## config.mk

```make
export PLATFORM = sky130hd
export DESIGN_NAME = melody_sequencer_flat
export DESIGN_NICKNAME = d
export VERILOG_FILES = /design/src/rtl/melody_pkg.sv /design/src/rtl/melody_sequencer_if.sv /design/src/rtl/ms_tick_gen.sv /design/src/rtl/melody_sequencer.sv /design/src/flat_wrapper.sv
export SDC_FILE = /design/constraint.sdc
export NUM_CORES = 1
export LEC_CHECK = 0
export ABC_AREA = 1
export CAP_MARGIN = 0
export CORE_MARGIN = 5
export CORE_UTILIZATION = 45
export DETAILED_ROUTE_END_ITERATION = 6
export SKIP_LAST_GASP = 1
export SLEW_MARGIN = 20
export SYNTH_ARGS = -nofsm -noshare
export SYNTH_HDL_FRONTEND = slang
export SYNTH_HIERARCHICAL = 1
export SYNTH_SLANG_ARGS = --single-unit
```

## constraint.sdc

```tcl
create_clock -name clk_in -period 4.1 [get_ports clk_in]
set_clock_uncertainty 0.15 [all_clocks]
set_input_delay 0.82 -clock clk_in [delete_from_list [all_inputs] [get_ports clk_in]]
set_output_delay 0.82 -clock clk_in [all_outputs]
set_load 0.01 [all_outputs]
```

## src/rtl/melody_pkg.sv

```systemverilog
// Shared types and the fixed note ROM for the buzzer melody sequencer.
package melody_pkg;

    typedef enum logic [2:0] {StIdle, StLoad, StPlay, StGap, StDone} state_e;

    localparam logic [1:0] MEL_HAPPY  = 2'd0;
    localparam logic [1:0] MEL_HUNGRY = 2'd1;
    localparam logic [1:0] MEL_SLEEP  = 2'd2;
    localparam logic [1:0] MEL_ALARM  = 2'd3;

    localparam int unsigned FreqW = 12;
    localparam int unsigned DurW  = 8;

    typedef struct packed {
        logic [FreqW-1:0] freq;  // Hz, 0 = rest
        logic [DurW-1:0]  dur;   // 10 ms units, 0 = end marker
    } note_t;

    // Address is {melody, slot}; unlisted slots read as end markers.
    function automatic note_t note_rom(input logic [4:0] addr);
        note_t n;
        n = '0;
        case (addr)
            5'd0:  n = '{freq: 12'd523, dur: 8'd10};
            5'd1:  n = '{freq: 12'd659, dur: 8'd10};
            5'd2:  n = '{freq: 12'd784, dur: 8'd20};
            5'd8:  n = '{freq: 12'd440, dur: 8'd15};
            5'd9:  n = '{freq: 12'd0,   dur: 8'd5};
            5'd10: n = '{freq: 12'd440, dur: 8'd15};
            5'd11: n = '{freq: 12'd349, dur: 8'd30};
            5'd16: n = '{freq: 12'd392, dur: 8'd20};
            5'd17: n = '{freq: 12'd330, dur: 8'd20};
            5'd18: n = '{freq: 12'd262, dur: 8'd40};
            5'd24, 5'd26, 5'd28, 5'd30: n = '{freq: 12'd880, dur: 8'd5};
            5'd25, 5'd27, 5'd29, 5'd31: n = '{freq: 12'd0,   dur: 8'd5};
            default: n = '0;
        endcase
        return n;
    endfunction

endpackage

```

## src/rtl/melody_sequencer_if.sv

```systemverilog
// Request/tone bundle between game logic and the melody sequencer.
interface melody_sequencer_if;
    logic        play_req;
    logic [1:0]  melody_sel;
    logic        stop;
    logic [31:0] freq_out;
    logic        tone_en;
    logic        busy;
    logic        done;

    modport master (
        output play_req, melody_sel, stop,
        input  freq_out, tone_en, busy, done
    );

    modport slave (
        input  play_req, melody_sel, stop,
        output freq_out, tone_en, busy, done
    );
endinterface

```

## src/rtl/ms_tick_gen.sv

```systemverilog
// 1 ms strobe derived from CLK_FREQ, with synchronous clear restarting the period.
module ms_tick_gen #(
    parameter int unsigned CLK_FREQ = 50000000
) (
    input  logic clk_in,
    input  logic rst_n,
    input  logic clear,
    output logic tick
);
    localparam int unsigned Div  = (CLK_FREQ / 1000 > 0) ? CLK_FREQ / 1000 : 1;
    localparam int unsigned CntW = (Div > 1) ? $clog2(Div) : 1;
    localparam logic [CntW-1:0] CntMax = CntW'(Div - 1);

    logic [CntW-1:0] cnt_q, cnt_d;

    assign tick = ~clear & (cnt_q == CntMax);

    always_comb begin
        cnt_d = cnt_q + CntW'(1);
        if (clear || tick) cnt_d = '0;
    end

    always_ff @(posedge clk_in or negedge rst_n) begin
        if (!rst_n) cnt_q <= '0;
        else        cnt_q <= cnt_d;
    end
endmodule

```

## src/rtl/melody_sequencer.sv

```systemverilog
// Plays ROM melodies as freq_out/tone_en with inter-note gaps; alarm preempts others.
// Optional MELODY_LOOP_EN: the alarm melody repeats until stopped.
module melody_sequencer
    import melody_pkg::*;
#(
    parameter int unsigned CLK_FREQ         = 50000000,
    parameter int unsigned GAP_MS           = 20,
    parameter int unsigned NOTES_PER_MELODY = 8
) (
    input logic               clk_in,
    input logic               rst_n,
    melody_sequencer_if.slave bus
);
    localparam int unsigned IdxW    = $clog2(NOTES_PER_MELODY + 1);
    localparam int unsigned DurCntW = 12;
    localparam int unsigned GapW    = 16;
    localparam logic [IdxW-1:0] LastIdx = IdxW'(NOTES_PER_MELODY - 1);

    state_e              state_q, state_d;
    logic [1:0]          sel_q, sel_d;
    logic [IdxW-1:0]     idx_q, idx_d;
    logic [DurCntW-1:0]  dur_q, dur_d;
    logic [GapW-1:0]     gap_q, gap_d;
    logic [31:0]         freq_q, freq_d;
    logic                tone_q, tone_d;
    logic                busy_q, busy_d;
    logic                tick, tick_clear, preempt, loop_alarm;
    logic [2:0]          rom_idx;
    note_t               note;

    assign rom_idx = 3'(idx_q);
    assign note    = note_rom({sel_q, rom_idx});

`ifdef MELODY_LOOP_EN
    assign loop_alarm = (sel_q == MEL_ALARM);
`else
    assign loop_alarm = 1'b0;
`endif

    assign preempt    = bus.play_req && (bus.melody_sel == MEL_ALARM) && (sel_q != MEL_ALARM);
    assign tick_clear = (state_q == StIdle) || (state_q == StLoad) || (state_q == StDone);

    ms_tick_gen #(.CLK_FREQ(CLK_FREQ)) u_tick (
        .clk_in (clk_in),
        .rst_n  (rst_n),
        .clear  (tick_clear),
        .tick   (tick)
    );

    always_comb begin
        state_d = state_q;
        sel_d   = sel_q;
        idx_d   = idx_q;
        dur_d   = dur_q;
        gap_d   = gap_q;
        freq_d  = freq_q;
        tone_d  = tone_q;
        busy_d  = busy_q;

        unique case (state_q)
            StIdle: begin
                if (bus.play_req && !bus.stop) begin
                    sel_d   = bus.melody_sel;
                    idx_d   = '0;
                    busy_d  = 1'b1;
                    state_d = StLoad;
                end
            end
            StLoad: begin
                if (note.dur == '0) begin
                    freq_d = '0;
                    tone_d = 1'b0;
                    if (loop_alarm) begin
                        idx_d   = '0;
                        state_d = StLoad;
                    end else begin
                        state_d = StDone;
                    end
                end else begin
                    freq_d  = 32'(note.freq);
                    tone_d  = (note.freq != '0);
                    dur_d   = DurCntW'(note.dur) * DurCntW'(10);
                    state_d = StPlay;
                end
            end
            StPlay: begin
                if (tick) begin
                    dur_d = dur_q - DurCntW'(1);
                    if (dur_q == DurCntW'(1)) begin
                        freq_d  = '0;
                        tone_d  = 1'b0;
                        gap_d   = GapW'(GAP_MS);
                        state_d = StGap;
                    end
                end
            end
            StGap: begin
                // gap_q <= 1 also covers a zero-length gap configuration
                if (tick) begin
                    gap_d = gap_q - GapW'(1);
                    if (gap_q <= GapW'(1)) begin
                        if (idx_q == LastIdx) begin
                            idx_d   = '0;
                            state_d = loop_alarm ? StLoad : StDone;
                        end else begin
                            idx_d   = idx_q + IdxW'(1);
                            state_d = StLoad;
                        end
                    end
                end
            end
            StDone: begin
                busy_d  = 1'b0;
                state_d = StIdle;
            end
            default: state_d = StIdle;
        endcase

        // Abort and alarm preemption override the normal sequencing while playing.
        if (state_q == StLoad || state_q == StPlay || state_q == StGap) begin
            if (bus.stop) begin
                freq_d  = '0;
                tone_d  = 1'b0;
                state_d = StDone;
            end else if (preempt) begin
                sel_d   = MEL_ALARM;
                idx_d   = '0;
                state_d = StLoad;
            end
        end
    end

    always_ff @(posedge clk_in or negedge rst_n) begin
        if (!rst_n) begin
            state_q <= StIdle;
            sel_q   <= '0;
            idx_q   <= '0;
            dur_q   <= '0;
            gap_q   <= '0;
            freq_q  <= '0;
            tone_q  <= 1'b0;
            busy_q  <= 1'b0;
        end else begin
            state_q <= state_d;
            sel_q   <= sel_d;
            idx_q   <= idx_d;
            dur_q   <= dur_d;
            gap_q   <= gap_d;
            freq_q  <= freq_d;
            tone_q  <= tone_d;
            busy_q  <= busy_d;
        end
    end

    assign bus.freq_out = freq_q;
    assign bus.tone_en  = tone_q;
    assign bus.busy     = busy_q;
    assign bus.done     = (state_q == StDone);
endmodule
```

## src/flat_wrapper.sv

```systemverilog
// flat-port wrapper written by rule: the top's interface ports become plain ports
module melody_sequencer_flat import melody_pkg::*;
#(
    parameter int unsigned CLK_FREQ         = 50000000,
    parameter int unsigned GAP_MS           = 20,
    parameter int unsigned NOTES_PER_MELODY = 8
)
  (clk_in, rst_n, bus_play_req, bus_melody_sel, bus_stop, bus_freq_out, bus_tone_en, bus_busy, bus_done);
  melody_sequencer_if bus_i ();
  input logic clk_in;
  input logic rst_n;
  input wire logic [$bits(bus_i.play_req)-1:0] bus_play_req;
  input wire logic [$bits(bus_i.melody_sel)-1:0] bus_melody_sel;
  input wire logic [$bits(bus_i.stop)-1:0] bus_stop;
  output wire logic [$bits(bus_i.freq_out)-1:0] bus_freq_out;
  output wire logic [$bits(bus_i.tone_en)-1:0] bus_tone_en;
  output wire logic [$bits(bus_i.busy)-1:0] bus_busy;
  output wire logic [$bits(bus_i.done)-1:0] bus_done;
  assign bus_i.play_req = bus_play_req;
  assign bus_i.melody_sel = bus_melody_sel;
  assign bus_i.stop = bus_stop;
  assign bus_freq_out = bus_i.freq_out;
  assign bus_tone_en = bus_i.tone_en;
  assign bus_busy = bus_i.busy;
  assign bus_done = bus_i.done;
  melody_sequencer #(.CLK_FREQ(CLK_FREQ), .GAP_MS(GAP_MS), .NOTES_PER_MELODY(NOTES_PER_MELODY)) u_core (.clk_in(clk_in), .rst_n(rst_n), .bus(bus_i));
endmodule
```

## Word level (Yosys, flattened, before mapping)

Memory sizes are Yosys's and may differ from the RTL's.
Cells that the tools add are included.

- ROM bits: 512
- Logic and storage cells: 96
- Input port bits: 6
- Register bits: 87
- Memories kept: 1

Memories:

| name | words | width | rd ports | clocked after memory_dff | write ports | line | text |
|---|---|---|---|---|---|---|---|
| (no name shown) | 32 | 16 | 1 | 0 | 0 | melody_pkg.sv:23 | `case (addr)` |

- Order comparisons: 1
- Eq/ne operators: 14
- Multipliers: 1
- Reductions and logical operators: 18
- Bitwise logic cells: 2
- $add $sub $neg: 4
- Muxes and demuxes: 46

Operators with widths:

| kind | number |
|---|---|
| 2-to-1 mux 32 bit | 4 |
| 2-to-1 mux 16 bit | 4 |
| case mux 32 bit (2 select lines) | 1 |
| 2-to-1 mux 12 bit | 3 |
| case mux 16 bit (2 select lines) | 1 |
| 2-to-1 mux 3 bit | 10 |
| 2-to-1 mux 4 bit | 7 |
| case mux 12 bit (2 select lines) | 1 |
| adder 16 x 1 -> 16 bit, second input constant | 1 |
| equality test 16 bit, second input constant | 1 |
| less-or-equal comparator 16 x 1 -> 1 bit, second input constant | 1 |
| subtractor 16 x 1 -> 16 bit, second input constant | 1 |
| equality test 12 x 1 -> 1 bit, second input constant | 1 |
| case mux 3 bit (4 select lines) | 1 |
| nonzero test 12 bit | 1 |
| subtractor 12 x 1 -> 12 bit, second input constant | 1 |
| multiplier 8 x 3 -> 11 bit, second input constant | 1 |
| 2-to-1 mux 2 bit | 5 |
| inequality test 2 bit, second input constant | 5 |
| zero test 8 bit | 1 |
| case mux 4 bit (2 select lines) | 1 |
| equality test 3 x 2 -> 1 bit, second input constant | 2 |
| 2-to-1 mux 1 bit | 6 |
| nonzero test 2 bit | 3 |
| other kinds (16) | 23 |

## Logic depth before layout (Yosys ltp)

- Word-level depth: 10
- Gate-level depth with buffers: 16
- Mapped depth without buffers: 16

## By module

The synthesis kept the hierarchy.

Modules (own cells, without submodules):

| module | sequential area each (sq um) | area each (sq um) | instances | cells an instance |
|---|---|---|---|---|
| melody_sequencer | 1,776.7 | 4,326.6 | 1 | 580 |
| ms_tick_gen | 400.4 | 908.4 | 1 | 119 |

## Worst setup path before layout

Ideal clock, no wire load.

- Path type: reg2reg
- Start: reg u_core.idx_q[0]
- End: reg u_core.dur_q[8]
- Clock period less this slack: 2.978 ns
- Arrival time: 2.712 ns
- Setup slack: 1.122 ns
- Cell stages (with the launch flop): 17
- Cell sequence: dfrtp_1 inv_1 ha_1 inv_1 a21oi_1 o21ai_2 inv_1 ha_1 ha_1 fa_1 a21oi_1 o21bai_1 or2_2 nand3_1 nand2_1 nand2_1 nand2_1

- Cells in the longest elaborated chain, start to end: 4

Ends and longest elaborated chain:

| element | line | text |
|---|---|---|
| start, declared | melody_sequencer.sv:21 | `logic [IdxW-1:0] idx_q, idx_d;` |
| start signal, assigned | melody_sequencer.sv:146 | `idx_q <= idx_d;` |
| memory (32 x 16 bit) * | - |  |
| multiplier 8 x 3 -> 11 bit / zero test 8 bit (equally long branches) | melody_sequencer.sv:82, melody_sequencer.sv:70 |  |
| 2-to-1 mux 12 bit / inequality test 2 bit (equally long branches) | - |  |
| case mux 12 bit (2 select lines) / AND reduction 3 bit (equally long branches) | - |  |
| end signal, assigned | melody_sequencer.sv:147 | `dur_q <= dur_d;` |
| end, declared | melody_sequencer.sv:22 | `logic [DurCntW-1:0] dur_q, dur_d;` |

Every way passes the cells marked *; elsewhere a longest branch is shown, timed or not. The select of a mux whose other input is x is not followed.
A chain may end at the register's enable or synchronous reset.

## Worst setup path after layout

Ends and elaborated chain as after synthesis.

==> impl_metrics.toml <==
[synth]
synth_cells = 699
syn-num-nets = 726
avgSynthCellArea_um2 = 7.489
synth_area_um2 = 5235
synth_area_leaders = "dfrtp_1 (42%), nand2_1 (14%), nor2_1 (8.3%)"
yosysTopAreaCell = "dfrtp_1"
seq_area_frac_synth = 0.4159
synth_cell_types = 41
synth_top_area_frac = 0.4159
ys_seq_elements = 87
synth-warning-count = 6

[critical_path]
crit_path_cell_trace = "inv_1, ha_1, inv_1, a21oi_1, o21ai_2, inv_1, ha_1, ha_1, fa_1, a21oi_1, o21bai_1, or2_2, nand3_1, nand2_1, nand2_1, nand2_1"
critPathMaxFanout = 8
end_kind = "flop"
critical_path_required_ns = 4.19
critPathTopFamily = "adder cells"
cp_slowest_cell = "dfrtp_1"
cp_num_buf_inv = 3
crit_arrival_ns = 3.34
critical_path_class = "reg -> reg"
cp_slowest_stage_delay_ns = 0.48
start_kind = "flop"

[sta]
finalHoldViolCount = 0
rsz0062_at_grt = "false"
slew_violations = 0
slew_headroom = 0.5231
setup_viol = 0
period_minus_slack_ns = 3.253
whs_ns = 0.3515
fmax_mhz = 307.4
setup_tns_ns = 0
period_share = 0.7933
worst_slew_pin_slew_ns = 0.7146

[route]
drcViolationCount = 0
drt_iter0_drc = 305
wl_met2_mm = 5.541
antenna_left = 0
met1_length_mm = 5.838
first_pass_iters = 4
vias = 4460
avgRoutedWirePerCell_um = 13.52
finalWirelength_mm = 12.02
viasPerCell = 5.017
top_layer = "met4"
dr_wl_met3_um = 548

[cells_and_area]
synthToLayoutAreaGrowth_pct = 15.30
fin_area_um2 = 6036
fin_nets = 769
nFillCells = 1122
regArea_um2 = 2177
diodes = 0
multi_input_area_um2 = 2690
drive_gt1_frac = 0.09249

[die]
coreArea_um2 = 11420
die_w_um = 117.9
io_pins = 41
num_rows = 39
chipHeight_um = 117.9
fp.dieArea_um2 = 13890
start_util = 0.4585

[global_routing]
grt-ovfl-total = 0
grt_antenna_before_repair = 0
grt_pass1_wl_mm = 21.23
grt_usage = 0.1827
grt_pass1_vias = 4450
grt_start_max_net_pins = 53

[clock_network]
numCtsBuffers = 9
path_clk_slew_ns = 0.07
clock-sinks = 87
clk-insertion-delay-late_ns = 0.34
cts_tree = "built"
htree_levels = 3
cts_setup_buffers = 0
cts_root_buf = "clkbuf_16"
cts_resized = 0
hold_buffers = 0
clockBufferDepth = 2

[outcome]
status = "completed"

[power_and_ir_drop]
vdd_ir_drop_max_uv = 339.5
p_per_area_nw_per_um2 = 582.9
switching_share = 0.4270
power_switching_mw = 1.502
power.internal_mw = 2.016
p_total_mw = 3.518
leakage_nw = 2.923
combPwrFrac = 0.461
pwr-share-clk = 0.228
p_seq_frac = 0.311

[run]
maxCapViolCount = 0

[worst_hold_path]
min_path_type = "in -> async"

[place]
hpwl_mm = 8.970
place_congestion = 0.9326
place_area_um2 = 5756
place.port_buffers = 40
-- cells in the mapped netlist --
master and count:
inv_1 64, o22ai_1 1, fa_1 1, o211ai_1 2
o21a_1 1, dfrtp_1 87, nor2_8 1, nand2_1 189
nand2_4 4, o21ai_1 1, o31ai_1 2, or2_0 2
nand4_1 24, nand4_4 1, nor2_1 116, a21oi_1 29
nor2_2 8, nand3_2 3, buf_2 5, nand3_1 39
nand2_8 1, or2_2 5, buf_4 1, clkbuf_1 2
clkinv_1 1, o21ai_0 30, buf_1 2, inv_2 8
o21ai_2 5, mux2i_1 2, nand2_2 11, buf_12 1
buf_6 1, xnor2_1 3, nor2_4 3, buf_8 1
o21bai_1 2, ha_1 20, a21o_1 1, xor2_1 12
nor3_1 7
-- routing by layer --
metal  up-vias  GRT usage
li1       2306          -
met1      2088     0.2466
met2        60     0.2850
met3         6    0.04229
met4         0    0.07097
met5         -          0
-- logic make-up after synthesis --
logic type / after synthesis / synth area share
simple gates: 414 / 0.3549
flops: 87 / 0.4159
buf+inv: 86 / 0.07027
compound gates: 74 / 0.07839
fa+ha+maj: 21 / 0.05163
xor+xnor: 15 / 0.02510
mux: 2 / 0.003824
-- layout make-up --
class	count	share of cell area
clock inverters	4	0.007877
repair buffers	45	0.07214
flip-flops and latches	87	0.3607
inverters	73	0.04540
well taps	143	0.02964
clock buffers	11	0.03856
multi-input cells	526	0.4457
-- power groups by stage --
stage	sequential [mW]	combinational [mW]	clock [mW]
6_report	1.09	1.62	0.803
5_1_grt	1.11	1.85	0.866
4_1_cts	1.09	1.63	0.828
3_5_place_dp	1.11	1.62	0
3_3_place_gp	1.10	1.61	0
2_1_floorplan	1.10	1.25	0
-- registers in the layout, indices dropped and copies added (netlist names) --
register	count
u_core/bus.busy	1
u_core/bus.freq_out	32
u_core/u_tick/cnt_q	16
u_core/sel_q	2
u_core/dur_q	12
u_core/state_q	3
u_core/bus.tone_en	1
u_core/gap_q	16
u_core/idx_q	4
-- cell usage in the layout (no fill, tap or decap), types with 4 or more instances in the layout --
| cell type | synthesis | layout |
|---|---|---|
| nand2_1 | 189 | 189 |
| nor2_1 | 116 | 116 |
| dfrtp_1 | 87 | 87 |
| inv_1 | 64 | 64 |
| clkdlybuf4s50_1 | 0 | 39 |
| nand3_1 | 39 | 39 |
| o21ai_0 | 30 | 30 |
| a21oi_1 | 29 | 29 |
| nand4_1 | 24 | 24 |
| ha_1 | 20 | 20 |
| xor2_1 | 12 | 12 |
| nand2_2 | 11 | 11 |
| clkbuf_16 | 0 | 9 |
| inv_2 | 8 | 8 |
| nor2_2 | 8 | 8 |
| nor3_1 | 7 | 7 |
| buf_4 | 1 | 6 |
| or2_2 | 5 | 5 |
| o21ai_2 | 5 | 5 |
| nand2_4 | 4 | 4 |
-- through the flow --
step | utilization | cells | worst slack (ns)
final | 0.5286 | 889 | 0.8473
after global routing | 0.5286 | 889 | 0.5598
after CTS | 0.5286 | 889 | 0.8498
after detailed placement | 0.5041 | 874 | 0.8538
after global placement | 0.5041 | 874 | 0.9383
after floorplan | - | 699 | 1.122
-- final timing paths --
check	start	to	slack, ns	depth (start not counted)
setup reg to reg	u_core/idx_q[0]$_DFF_PN0_	u_core/dur_q[8]$_DFFE_PN0P_	0.85	16
hold reg to reg	u_core/bus.freq_out[13]$_DFF_PN0_	u_core/bus.freq_out[13]$_DFF_PN0_	0.36	2
setup / recovery	u_core/idx_q[0]$_DFF_PN0_	u_core/dur_q[8]$_DFFE_PN0P_	0.85	16
max in group asynchronous	rst_n	u_core/bus.freq_out[3]$_DFF_PN0_	2.71	2
min in group clk_in	u_core/bus.freq_out[13]$_DFF_PN0_	u_core/bus.freq_out[13]$_DFF_PN0_	0.36	2
hold / removal	rst_n	u_core/gap_q[15]$_DFFE_PN0P_	0.35	1
Note: power is estimated with default switching activity, not from simulation.
